File: src/rtl/mips_multicycle_control.sv
// Multi-cycle MIPS main control FSM: sequences fetch/decode/execute/memory/writeback and drives all datapath selects.
// Latency: 3-5 cycles per instruction; outputs are registered Moore, except PCWrite/IRWrite in FETCH, which follow mem_ready.
// Backpressure: FETCH, MEM_READ and MEM_WRITE hold while mem_ready=0. Build option ILLEGAL_OP_TRAP_EN adds the TRAP state and the Trap port.
module mips_multicycle_control #(
   parameter int RA_REG = 31
) (
   input  logic       clk,
   input  logic       reset,
   input  logic [5:0] OP,
   input  logic [5:0] Funct,
   input  logic       mem_ready,
   output logic       PCWrite,
   output logic       PCWriteCondEQ,
   output logic       PCWriteCondNE,
   output logic       IorD,
   output logic       MemRead,
   output logic       MemWrite,
   output logic       IRWrite,
   output logic       MemtoReg,
   output logic       RegDst,
   output logic       RegWrite,
   output logic       Jal,
   output logic [4:0] JalReg,
   output logic       ALUSrcA,
   output logic [1:0] ALUSrcB,
   output logic [1:0] PCSource,
   output logic [2:0] ALUOp,
`ifdef ILLEGAL_OP_TRAP_EN
   output logic       Trap,
`endif
   output logic [3:0] State
);

   typedef enum logic [3:0] {
      S_FETCH     = 4'd0,
      S_DECODE    = 4'd1,
      S_MEM_ADDR  = 4'd2,
      S_MEM_READ  = 4'd3,
      S_MEM_WB    = 4'd4,
      S_MEM_WRITE = 4'd5,
      S_EXECUTE   = 4'd6,
      S_ALU_WB    = 4'd7,
      S_BRANCH    = 4'd8,
      S_JUMP      = 4'd9,
      S_JR        = 4'd10,
      S_IMM_EXEC  = 4'd11,
      S_IMM_WB    = 4'd12,
      S_TRAP      = 4'd13
   } state_t;

   localparam logic [5:0] OP_RTYPE = 6'h00;
   localparam logic [5:0] OP_J     = 6'h02;
   localparam logic [5:0] OP_JAL   = 6'h03;
   localparam logic [5:0] OP_BEQ   = 6'h04;
   localparam logic [5:0] OP_BNE   = 6'h05;
   localparam logic [5:0] OP_ADDI  = 6'h08;
   localparam logic [5:0] OP_ANDI  = 6'h0C;
   localparam logic [5:0] OP_ORI   = 6'h0D;
   localparam logic [5:0] OP_LUI   = 6'h0F;
   localparam logic [5:0] OP_LW    = 6'h23;
   localparam logic [5:0] OP_SW    = 6'h2B;
   localparam logic [5:0] FN_JR    = 6'h08;

   // Registered control word; 'fetch' marks FETCH so PCWrite/IRWrite can be qualified by mem_ready.
   typedef struct packed {
      logic       pc_write;
      logic       fetch;
      logic       cond_eq;
      logic       cond_ne;
      logic       iord;
      logic       mem_read;
      logic       mem_write;
      logic       mem_to_reg;
      logic       reg_dst;
      logic       reg_write;
      logic       jal;
      logic       alu_src_a;
      logic [1:0] alu_src_b;
      logic [1:0] pc_source;
      logic [2:0] alu_op;
`ifdef ILLEGAL_OP_TRAP_EN
      logic       trap;
`endif
   } ctrl_t;

   // Moore control word for a state; op only selects among variants of IMM_EXEC, BRANCH and JUMP.
   function automatic ctrl_t ctrl_for(input state_t s, input logic [5:0] op);
      ctrl_t c;
      c = '0;
      case (s)
         S_FETCH: begin
            c.fetch     = 1'b1;
            c.mem_read  = 1'b1;
            c.alu_src_b = 2'b01;
         end
         S_DECODE: begin
            c.alu_src_b = 2'b11;
         end
         S_MEM_ADDR: begin
            c.alu_src_a = 1'b1;
            c.alu_src_b = 2'b10;
         end
         S_MEM_READ: begin
            c.mem_read = 1'b1;
            c.iord     = 1'b1;
         end
         S_MEM_WB: begin
            c.reg_write  = 1'b1;
            c.mem_to_reg = 1'b1;
         end
         S_MEM_WRITE: begin
            c.mem_write = 1'b1;
            c.iord      = 1'b1;
         end
         S_EXECUTE: begin
            c.alu_src_a = 1'b1;
            c.alu_op    = 3'b111;
         end
         S_ALU_WB: begin
            c.reg_write = 1'b1;
            c.reg_dst   = 1'b1;
         end
         S_IMM_EXEC: begin
            c.alu_src_a = 1'b1;
            c.alu_src_b = 2'b10;
            case (op)
               OP_ANDI: c.alu_op = 3'b010;
               OP_ORI:  c.alu_op = 3'b011;
               OP_LUI:  c.alu_op = 3'b101;
               default: c.alu_op = 3'b000;
            endcase
         end
         S_IMM_WB: begin
            c.reg_write = 1'b1;
         end
         S_BRANCH: begin
            c.alu_src_a = 1'b1;
            c.alu_op    = 3'b001;
            c.pc_source = 2'b01;
            c.cond_eq   = (op == OP_BEQ);
            c.cond_ne   = (op == OP_BNE);
         end
         S_JUMP: begin
            c.pc_write  = 1'b1;
            c.pc_source = 2'b10;
            if (op == OP_JAL) begin
               c.reg_write = 1'b1;
               c.jal       = 1'b1;
            end
         end
         S_JR: begin
            c.pc_write  = 1'b1;
            c.pc_source = 2'b11;
         end
`ifdef ILLEGAL_OP_TRAP_EN
         S_TRAP: begin
            c.trap = 1'b1;
         end
`endif
         default: ;
      endcase
      return c;
   endfunction

   state_t state_q, state_d;
   ctrl_t  ctrl_q, ctrl_d;

   // Next-state selection and the control word that the next state will present.
   always_comb begin
      state_d = state_q;
      case (state_q)
         S_FETCH:     if (mem_ready) state_d = S_DECODE;
         S_DECODE: begin
            case (OP)
               OP_RTYPE:               state_d = (Funct == FN_JR) ? S_JR : S_EXECUTE;
               OP_LW, OP_SW:           state_d = S_MEM_ADDR;
               OP_BEQ, OP_BNE:         state_d = S_BRANCH;
               OP_J, OP_JAL:           state_d = S_JUMP;
               OP_ADDI, OP_ANDI,
               OP_ORI, OP_LUI:         state_d = S_IMM_EXEC;
`ifdef ILLEGAL_OP_TRAP_EN
               default:                state_d = S_TRAP;
`else
               default:                state_d = S_FETCH;
`endif
            endcase
         end
         S_MEM_ADDR:  state_d = (OP == OP_SW) ? S_MEM_WRITE : S_MEM_READ;
         S_MEM_READ:  if (mem_ready) state_d = S_MEM_WB;
         S_MEM_WB:    state_d = S_FETCH;
         S_MEM_WRITE: if (mem_ready) state_d = S_FETCH;
         S_EXECUTE:   state_d = S_ALU_WB;
         S_ALU_WB:    state_d = S_FETCH;
         S_BRANCH:    state_d = S_FETCH;
         S_JUMP:      state_d = S_FETCH;
         S_JR:        state_d = S_FETCH;
         S_IMM_EXEC:  state_d = S_IMM_WB;
         S_IMM_WB:    state_d = S_FETCH;
`ifdef ILLEGAL_OP_TRAP_EN
         S_TRAP:      state_d = S_TRAP;
`endif
         default:     state_d = S_FETCH;
      endcase
      ctrl_d = ctrl_for(state_d, OP);
   end

   // State and control-word registers; reset lands in FETCH with its outputs already valid.
   always_ff @(posedge clk) begin
      if (reset) begin
         state_q <= S_FETCH;
         ctrl_q  <= ctrl_for(S_FETCH, 6'h00);
      end else begin
         state_q <= state_d;
         ctrl_q  <= ctrl_d;
      end
   end

   assign PCWrite       = ctrl_q.pc_write | (ctrl_q.fetch & mem_ready);
   assign IRWrite       = ctrl_q.fetch & mem_ready;
   assign PCWriteCondEQ = ctrl_q.cond_eq;
   assign PCWriteCondNE = ctrl_q.cond_ne;
   assign IorD          = ctrl_q.iord;
   assign MemRead       = ctrl_q.mem_read;
   assign MemWrite      = ctrl_q.mem_write;
   assign MemtoReg      = ctrl_q.mem_to_reg;
   assign RegDst        = ctrl_q.reg_dst;
   assign RegWrite      = ctrl_q.reg_write;
   assign Jal           = ctrl_q.jal;
   assign JalReg        = 5'(RA_REG);
   assign ALUSrcA       = ctrl_q.alu_src_a;
   assign ALUSrcB       = ctrl_q.alu_src_b;
   assign PCSource      = ctrl_q.pc_source;
   assign ALUOp         = ctrl_q.alu_op;
   assign State         = state_q;
`ifdef ILLEGAL_OP_TRAP_EN
   assign Trap          = ctrl_q.trap;
`endif

endmodule

File: config.mk
export PLATFORM = sky130hd
export DESIGN_NAME = mips_multicycle_control
export DESIGN_NICKNAME = d
export VERILOG_FILES = /design/src/rtl/mips_multicycle_control.sv
export SDC_FILE = /design/constraint.sdc
export NUM_CORES = 1
export LEC_CHECK = 0
export ABC_AREA = 1
export CAP_MARGIN = 20
export CORE_MARGIN = 2
export CORE_UTILIZATION = 25
export DETAILED_ROUTE_END_ITERATION = 12
export PLACE_DENSITY = 0.49
export SKIP_LAST_GASP = 1
export SYNTH_ARGS = -nofsm -noshare
export SYNTH_HDL_FRONTEND = slang
export SYNTH_SLANG_ARGS = --single-unit
export TNS_END_PERCENT = 1
File: constraint.sdc
create_clock -name clk -period 1.7 [get_ports clk]
set_input_delay 0.17 -clock clk [delete_from_list [all_inputs] [get_ports clk]]
set_output_delay 0.17 -clock clk [all_outputs]
set_load 0.05 [all_outputs]
# Word-level counts from Yosys, hierarchy flattened
# Cells that the tools add are included.
dict set report totals {
  reg_bits 23
  inputBits 15
  elab_cells 85
}
dict set report classes {
  n_eq_ne 29
  muxes 21
  bitwise 4
  reduce_logical 15
}
# op count
set ops {}
lappend ops {{== test 6 x 4 -> 1 bit, second input constant} 5}
lappend ops {{one-hot mux 4 bit (7 select lines)} 1}
lappend ops {{== test 4 x 3 -> 1 bit, second input constant} 6}
lappend ops {{== test 4 bit, second input constant} 6}
lappend ops {{one-hot mux 4 bit (5 select lines)} 1}
lappend ops {{one-hot mux 3 bit (3 select lines)} 2}
lappend ops {{OR reduction 2 bit} 9}
lappend ops {{== test 4 x 2 -> 1 bit, second input constant} 4}
lappend ops {{2-to-1 mux 4 bit} 4}
lappend ops {{== test 6 x 2 -> 1 bit, second input constant} 2}
lappend ops {{== test 6 x 3 -> 1 bit, second input constant} 2}
lappend ops {{== test 6 bit, second input constant} 2}
lappend ops {{one-hot mux 2 bit (3 select lines)} 2}
lappend ops {{== test 4 x 1 -> 1 bit, second input constant} 2}
lappend ops {{logical NOT 4 bit} 2}
lappend ops {{2-to-1 mux 1 bit} 8}
lappend ops {{OR reduction 4 bit} 2}
lappend ops {{logical NOT 6 bit} 1}
lappend ops {{2-to-1 mux 3 bit} 1}
lappend ops {{OR reduction 3 bit} 1}
lappend ops {{2-to-1 mux 2 bit} 1}
lappend ops {{NOT 1 bit} 2}
lappend ops {{one-hot mux 1 bit (2 select lines)} 1}
lappend ops {{AND 1 bit} 1}
lappend ops {{bitwise OR 1 bit} 1}

# Longest topological paths before layout
dict set report depth {
  ltp_word 7
  ltp_mapped 12
}

# Worst setup path after synthesis
# Ideal clock, no wire load.
dict set report synth_timing {
  path_kind {flip-flop to flip-flop}
  from {register state_q[0], in the netlist State[0]}
  to {register ctrl_q (netlist bit ALUSrcB[1])}
  setup_ps 109
  t_arrival_ps 1686
  required_time_ps 1591
  path_slack_ps -95
  path_stages_with_launch 12
  path_buffers 0
  synth_period_minus_slack_ps 1795
  path_cell_list {dfxtp_1 -> inv_1 -> nand3_1 -> nand2_1 -> a21oi_2 -> nand2_2 -> nand2_2 -> inv_1 -> nand2_1 -> nand3_1 -> nand2_1 -> inv_1}
}
dict set report synth_via {
  elab_chain_cells 5
}
# item line_no
set synth_rtl {}
lappend synth_rtl {{from (decl)} 165} ;# state_t state_q, state_d;
lappend synth_rtl {{from (signal assigned)} 213} ;# state_q <= state_d;
lappend synth_rtl {{== test 4 bit (tied with other cells)} 171} ;# case (state_q)
lappend synth_rtl {{one-hot mux 4 bit (7 select lines) (*)} 171}
lappend synth_rtl {{== test 4 bit / == test 4 x 2 -> 1 bit (equally long branches)} 90} ;# case (s)
lappend synth_rtl {{OR reduction 2 bit (no source line)} n/a}
lappend synth_rtl {{one-hot mux 2 bit (3 select lines) (*)} 90}
lappend synth_rtl {{to (signal assigned)} 211} ;# ctrl_q <= ctrl_for(S_FETCH, 6'h00);
lappend synth_rtl {{to (signal assigned)} 214} ;# ctrl_q <= ctrl_d;
lappend synth_rtl {{to (decl)} 166} ;# ctrl_t ctrl_q, ctrl_d;
# Every way passes the cells marked *; elsewhere a longest branch is shown, timed or not.
# A chain may end at the register's enable or synchronous reset.

# Worst setup path in the final report
dict set report layout_timing {
  from {register state_q[2], in the netlist State[2]}
  to {register ctrl_q (netlist bit ALUOp[0])}
}
dict set report layout_via {
  elab_chain_cells 4
}
# item line_no
set layout_rtl {}
lappend layout_rtl {{== test 4 bit (tied with other cells)} 171}
lappend layout_rtl {{one-hot mux 4 bit (7 select lines) (*)} 171}
lappend layout_rtl {{== test 4 bit / == test 4 x 3 -> 1 bit (equally long branches)} 90}
lappend layout_rtl {{one-hot mux 3 bit (3 select lines) (*)} 90}
# Marked as above.

==> impl_results.html <==
<table>
<tr><th>Metric</th><th>Value</th></tr>
<tr><th colspan="2">Run status</th></tr>
<tr><td>Run status</td><td>completed</td></tr>
<tr><th colspan="2">Synthesis</th></tr>
<tr><td>Most common cell in the synthesized netlist</td><td>sky130_fd_sc_hd__nand2_1</td></tr>
<tr><td>Number of flops mapped to enable cells by yosys</td><td>0</td></tr>
<tr><td>Post-synthesis cell type count</td><td>23</td></tr>
<tr><td>Top cell type's share of synthesized area</td><td>35.8%</td></tr>
<tr><td>Sequential-to-total area share from yosys stat</td><td>35.8%</td></tr>
<tr><td>Most instantiated flip-flop cell in the synthesis netlist</td><td>sky130_fd_sc_hd__dfxtp_1</td></tr>
<tr><td>Post-synthesis instance area</td><td>0.00129 mm^2</td></tr>
<tr><td>Commonest cells in the synthesized netlist</td><td>32 x sky130_fd_sc_hd__nand2_1, 30 x sky130_fd_sc_hd__nor2_1, 25 x sky130_fd_sc_hd__nand3_1</td></tr>
<tr><td>Syn_area_per_cell</td><td>6.81 um^2</td></tr>
<tr><td>Synthesized netlist cell count</td><td>189</td></tr>
<tr><td>Number of synthesized register bits</td><td>23</td></tr>
<tr><td>Post-synthesis cell type with the largest combined area</td><td>sky130_fd_sc_hd__dfxtp_1</td></tr>
<tr><td>Synth top area cells</td><td>sky130_fd_sc_hd__dfxtp_1 36%, sky130_fd_sc_hd__nand3_1 9.7%, sky130_fd_sc_hd__nand2_1 9.3%</td></tr>
<tr><td>Warning count from the yosys run</td><td>0</td></tr>
<tr><td>Proportion of synthesized flip-flops having asynchronous set or reset</td><td>0%</td></tr>
<tr><th colspan="2">GRT</th></tr>
<tr><td>Number of global-route vias before repair</td><td>1207</td></tr>
<tr><td>Overall fraction of global-route tracks in use</td><td>11.9%</td></tr>
<tr><td>Number of antenna violations at the first check in global routing</td><td>0</td></tr>
<tr><td>Maximum number of pins on one net before global-route repair</td><td>14</td></tr>
<tr><td>Wire length of the first global-routing pass</td><td>5130 um</td></tr>
<tr><td>Total gr overflow</td><td>0</td></tr>
<tr><th colspan="2">Floorplanning</th></tr>
<tr><td>Starting utilization of the core area</td><td>25.5%</td></tr>
<tr><td>Number of primary I/O pins</td><td>43</td></tr>
<tr><td>Core ar.</td><td>0.00504 mm^2</td></tr>
<tr><td>Die area</td><td>0.00574 mm^2</td></tr>
<tr><td>Floorplan die height</td><td>75.8 um</td></tr>
<tr><td>Site Rows</td><td>26</td></tr>
<tr><td>DIE WIDTH</td><td>75.8 um</td></tr>
<tr><th colspan="2">Setup path</th></tr>
<tr><td>Path type of the worst setup path</td><td>flip-flop to flip-flop</td></tr>
<tr><td>CP Launch Type</td><td>flip-flop</td></tr>
<tr><td>Arrival time reported for the critical path endpoint</td><td>1.81 ns</td></tr>
<tr><td>Endpoint type of the worst setup path</td><td>flip-flop</td></tr>
<tr><td>Largest driver fanout on the critical path</td><td>7</td></tr>
<tr><td>Required time worst endpoint</td><td>1.91 ns</td></tr>
<tr><th colspan="2">Worst hold path</th></tr>
<tr><td>Hold Path Class</td><td>primary input to flip-flop</td></tr>
<tr><th colspan="2">Clock tree</th></tr>
<tr><td>Clock tree from TritonCTS</td><td>yes</td></tr>
<tr><td>Longest Clk Path Bufs</td><td>2</td></tr>
<tr><td># clock sinks</td><td>23</td></tr>
<tr><td>H-tree levels</td><td>1</td></tr>
<tr><td>Clock buffer count from CTS</td><td>3</td></tr>
<tr><td>Hold buffer count at CTS</td><td>0</td></tr>
<tr><td>Clock root buffer master</td><td>sky130_fd_sc_hd__clkbuf_8</td></tr>
<tr><td>Clock latency at the later pin of the worst-skew pair</td><td>0.27 ns</td></tr>
<tr><td>Clock slew seen by the registers of the worst setup and hold paths</td><td>0.08 ns</td></tr>
<tr><th colspan="2">Finish</th></tr>
<tr><td>Fraction of final layout cells sized beyond drive strength 1</td><td>30.9%</td></tr>
<tr><td>Final layout net count</td><td>262</td></tr>
<tr><td>Signed area change from the synthesized netlist to the final layout</td><td>54.1%</td></tr>
<tr><td>Post-layout instance area</td><td>0.00198 mm^2</td></tr>
<tr><td>Total inserted antenna cells</td><td>0</td></tr>
<tr><th colspan="2">Placement</th></tr>
<tr><td>Half-perimeter wire length after placement</td><td>2560 um</td></tr>
<tr><td>Placer's final routability congestion estimate</td><td>0.847</td></tr>
<tr><td>Post-Place Cell Area</td><td>0.00184 mm^2</td></tr>
<tr><td>Worst setup slack after placement</td><td>-0.232 ns</td></tr>
<tr><td>IO buf count</td><td>37</td></tr>
<tr><th colspan="2">Timing</th></tr>
<tr><td>Max Fclk</td><td>625 MHz</td></tr>
<tr><td>Relative slew margins</td><td>66.5%</td></tr>
<tr><td>Post-Route Skew</td><td>0.00305 ns</td></tr>
<tr><td>Clock period minus final worst setup slack</td><td>1.60 ns</td></tr>
<tr><td>Post-route clock period utilization</td><td>94.1%</td></tr>
<tr><td>Number of failing hold endpoints at the final stage</td><td>0</td></tr>
<tr><td>Setup Total Neg Slack</td><td>0 ns</td></tr>
<tr><td>RSZ-0062 raised after global routing</td><td>true</td></tr>
<tr><td>Final setup violation count</td><td>0</td></tr>
<tr><td>Final critical-path setup slack</td><td>0.100 ns</td></tr>
<tr><td>Transition time at the pin with the least slew margin</td><td>0.501 ns</td></tr>
<tr><td>Slew Limit Fails</td><td>0</td></tr>
<tr><th colspan="2">Routing</th></tr>
<tr><td>Average via count per standard cell</td><td>4.12</td></tr>
<tr><td>Vias after detailed routing</td><td>1303</td></tr>
<tr><td>Initial detailed-routing violation count</td><td>49</td></tr>
<tr><td>Routed Wire Length</td><td>3070 um</td></tr>
<tr><td>ANT nets after route</td><td>0</td></tr>
<tr><td>WL/cell</td><td>9.72 um</td></tr>
<tr><td>DRC violations left</td><td>0</td></tr>
<tr><td>Number of detailed-route iterations in the first pass</td><td>4</td></tr>
<tr><th colspan="2">Job</th></tr>
<tr><td>Max_cap viols</td><td>0</td></tr>
<tr><th colspan="2">Power</th></tr>
<tr><td>IR drop worst, VDD</td><td>281 uV</td></tr>
<tr><td>Leak</td><td>0.971 nW</td></tr>
<tr><td>Power per standard cell area</td><td>600 mW/mm^2</td></tr>
</table>
## area by class of cell
| class | count | area, um^2 |
|---|---|---|
| timing repair buffer | 61 | 563 |
| clock inverter | 1 | 5.00 |
| fill | 553 | 3060 |
| clock buffer | 3 | 41.3 |
| sequential | 23 | 468 |
| inverter | 24 | 90.1 |
| tap | 70 | 87.6 |
| multi-input combinational | 134 | 729 |
## cell families (layout without fill, tap and decap cells)
kind of cell | Yosys count | in the layout | share of synthesized area (%)
simple gates | 111 | 112 | 41.9
other cells | 1 | 5 | 0.291
compound gates | 17 | 17 | 7.77
flops | 23 | 23 | 35.8
buf+inv | 37 | 89 | 14.3
## layer usage
metal	track usage, %	wire length (um)	part of all wire [%]	up-vias
met1	15.1	1420	46	560
met3	1.72	145	4.7	5
met5	0	0	0	-
met2	19.7	1440	47	34
li1	-	-	-	704
met4	5.85	70	2.3	0
## worst max-delay path, cell delays in order, from the launching register on
cell                      delay, ns
sky130_fd_sc_hd__dfxtp_4       0.36
sky130_fd_sc_hd__nor2_4        0.14
sky130_fd_sc_hd__nand2_2       0.08
sky130_fd_sc_hd__nor2_4        0.23
sky130_fd_sc_hd__nand2_1       0.09
sky130_fd_sc_hd__nor2_2        0.13
sky130_fd_sc_hd__nor2_2        0.07
sky130_fd_sc_hd__nand2_1       0.07
sky130_fd_sc_hd__nand2_2       0.06
sky130_fd_sc_hd__nor2_4        0.11
sky130_fd_sc_hd__nand2_2       0.06
sky130_fd_sc_hd__a21oi_2       0.12
## cells in the final DEF, fill, tap and decap left out, types with 2 or more instances in the layout
cell type	synthesis	layout
sky130_fd_sc_hd__a21oi_1	8	7
sky130_fd_sc_hd__a21oi_2	2	2
sky130_fd_sc_hd__buf_4	12	28
sky130_fd_sc_hd__clkbuf_8	0	3
sky130_fd_sc_hd__clkdlybuf4s50_1	0	27
sky130_fd_sc_hd__conb_1	1	5
sky130_fd_sc_hd__dfxtp_1	23	19
sky130_fd_sc_hd__dfxtp_2	0	3
sky130_fd_sc_hd__dlymetal6s2s_1	0	5
sky130_fd_sc_hd__inv_1	22	21
sky130_fd_sc_hd__inv_2	2	3
sky130_fd_sc_hd__nand2_1	32	28
sky130_fd_sc_hd__nand2_2	5	8
sky130_fd_sc_hd__nand3_1	25	22
sky130_fd_sc_hd__nand3_2	2	5
sky130_fd_sc_hd__nand4_1	5	5
sky130_fd_sc_hd__nor2_1	30	24
sky130_fd_sc_hd__nor2_2	4	10
sky130_fd_sc_hd__nor2_4	4	5
sky130_fd_sc_hd__o21ai_0	4	4
## final timing paths
path,startpoint,endpoint,slack (ns),depth (start not counted)
hold / removal,OP[0],PCWriteCondEQ$_SDFF_PP0_,0.33,4
setup reg to reg,State[2]$_SDFF_PP0_,ALUOp[0]$_SDFF_PP0_,0.10,11
setup / recovery,State[2]$_SDFF_PP0_,ALUOp[0]$_SDFF_PP0_,0.10,11
hold reg to reg,State[1]$_SDFF_PP0_,RegDst$_SDFF_PP0_,0.65,2
## power by group
group | internal (W) | total, W | leakage [nW] | switching (W)
Sequential | 0.000549 | 0.000555 | 0.189 | 0.00000525
Clock | 0.000164 | 0.000339 | 0.0255 | 0.000175
Combinational | 0.000115 | 0.000298 | 0.757 | 0.000183
Total | 0.000828 | 0.00119 | 0.971 | 0.000363
## state kept, by name (all words and copies together) (netlist names), 2 cells and up
signal,flops
ctrl_q,2
PCSource,2
ALUSrcB,2
State,4
ALUOp,3
## timing repair
item | in CTS | in global routing
setup endpoints to repair | 0 | 15
resized for setup | 0 | 25
buffers inserted | 0 | 2
## through the flow
step	util [%]	hold WS, ns	total power, W	std cells
floorplan	-	0.246	0.000742	193
global placement	36.4	0.637	0.000850	309
detailed placement	36.4	0.645	0.000851	309
CTS	37.3	0.649	0.00119	313
global route	39.4	0.382	0.00125	316
finish	39.4	0.327	0.00119	316
Power figures use the tool's default switching activity.
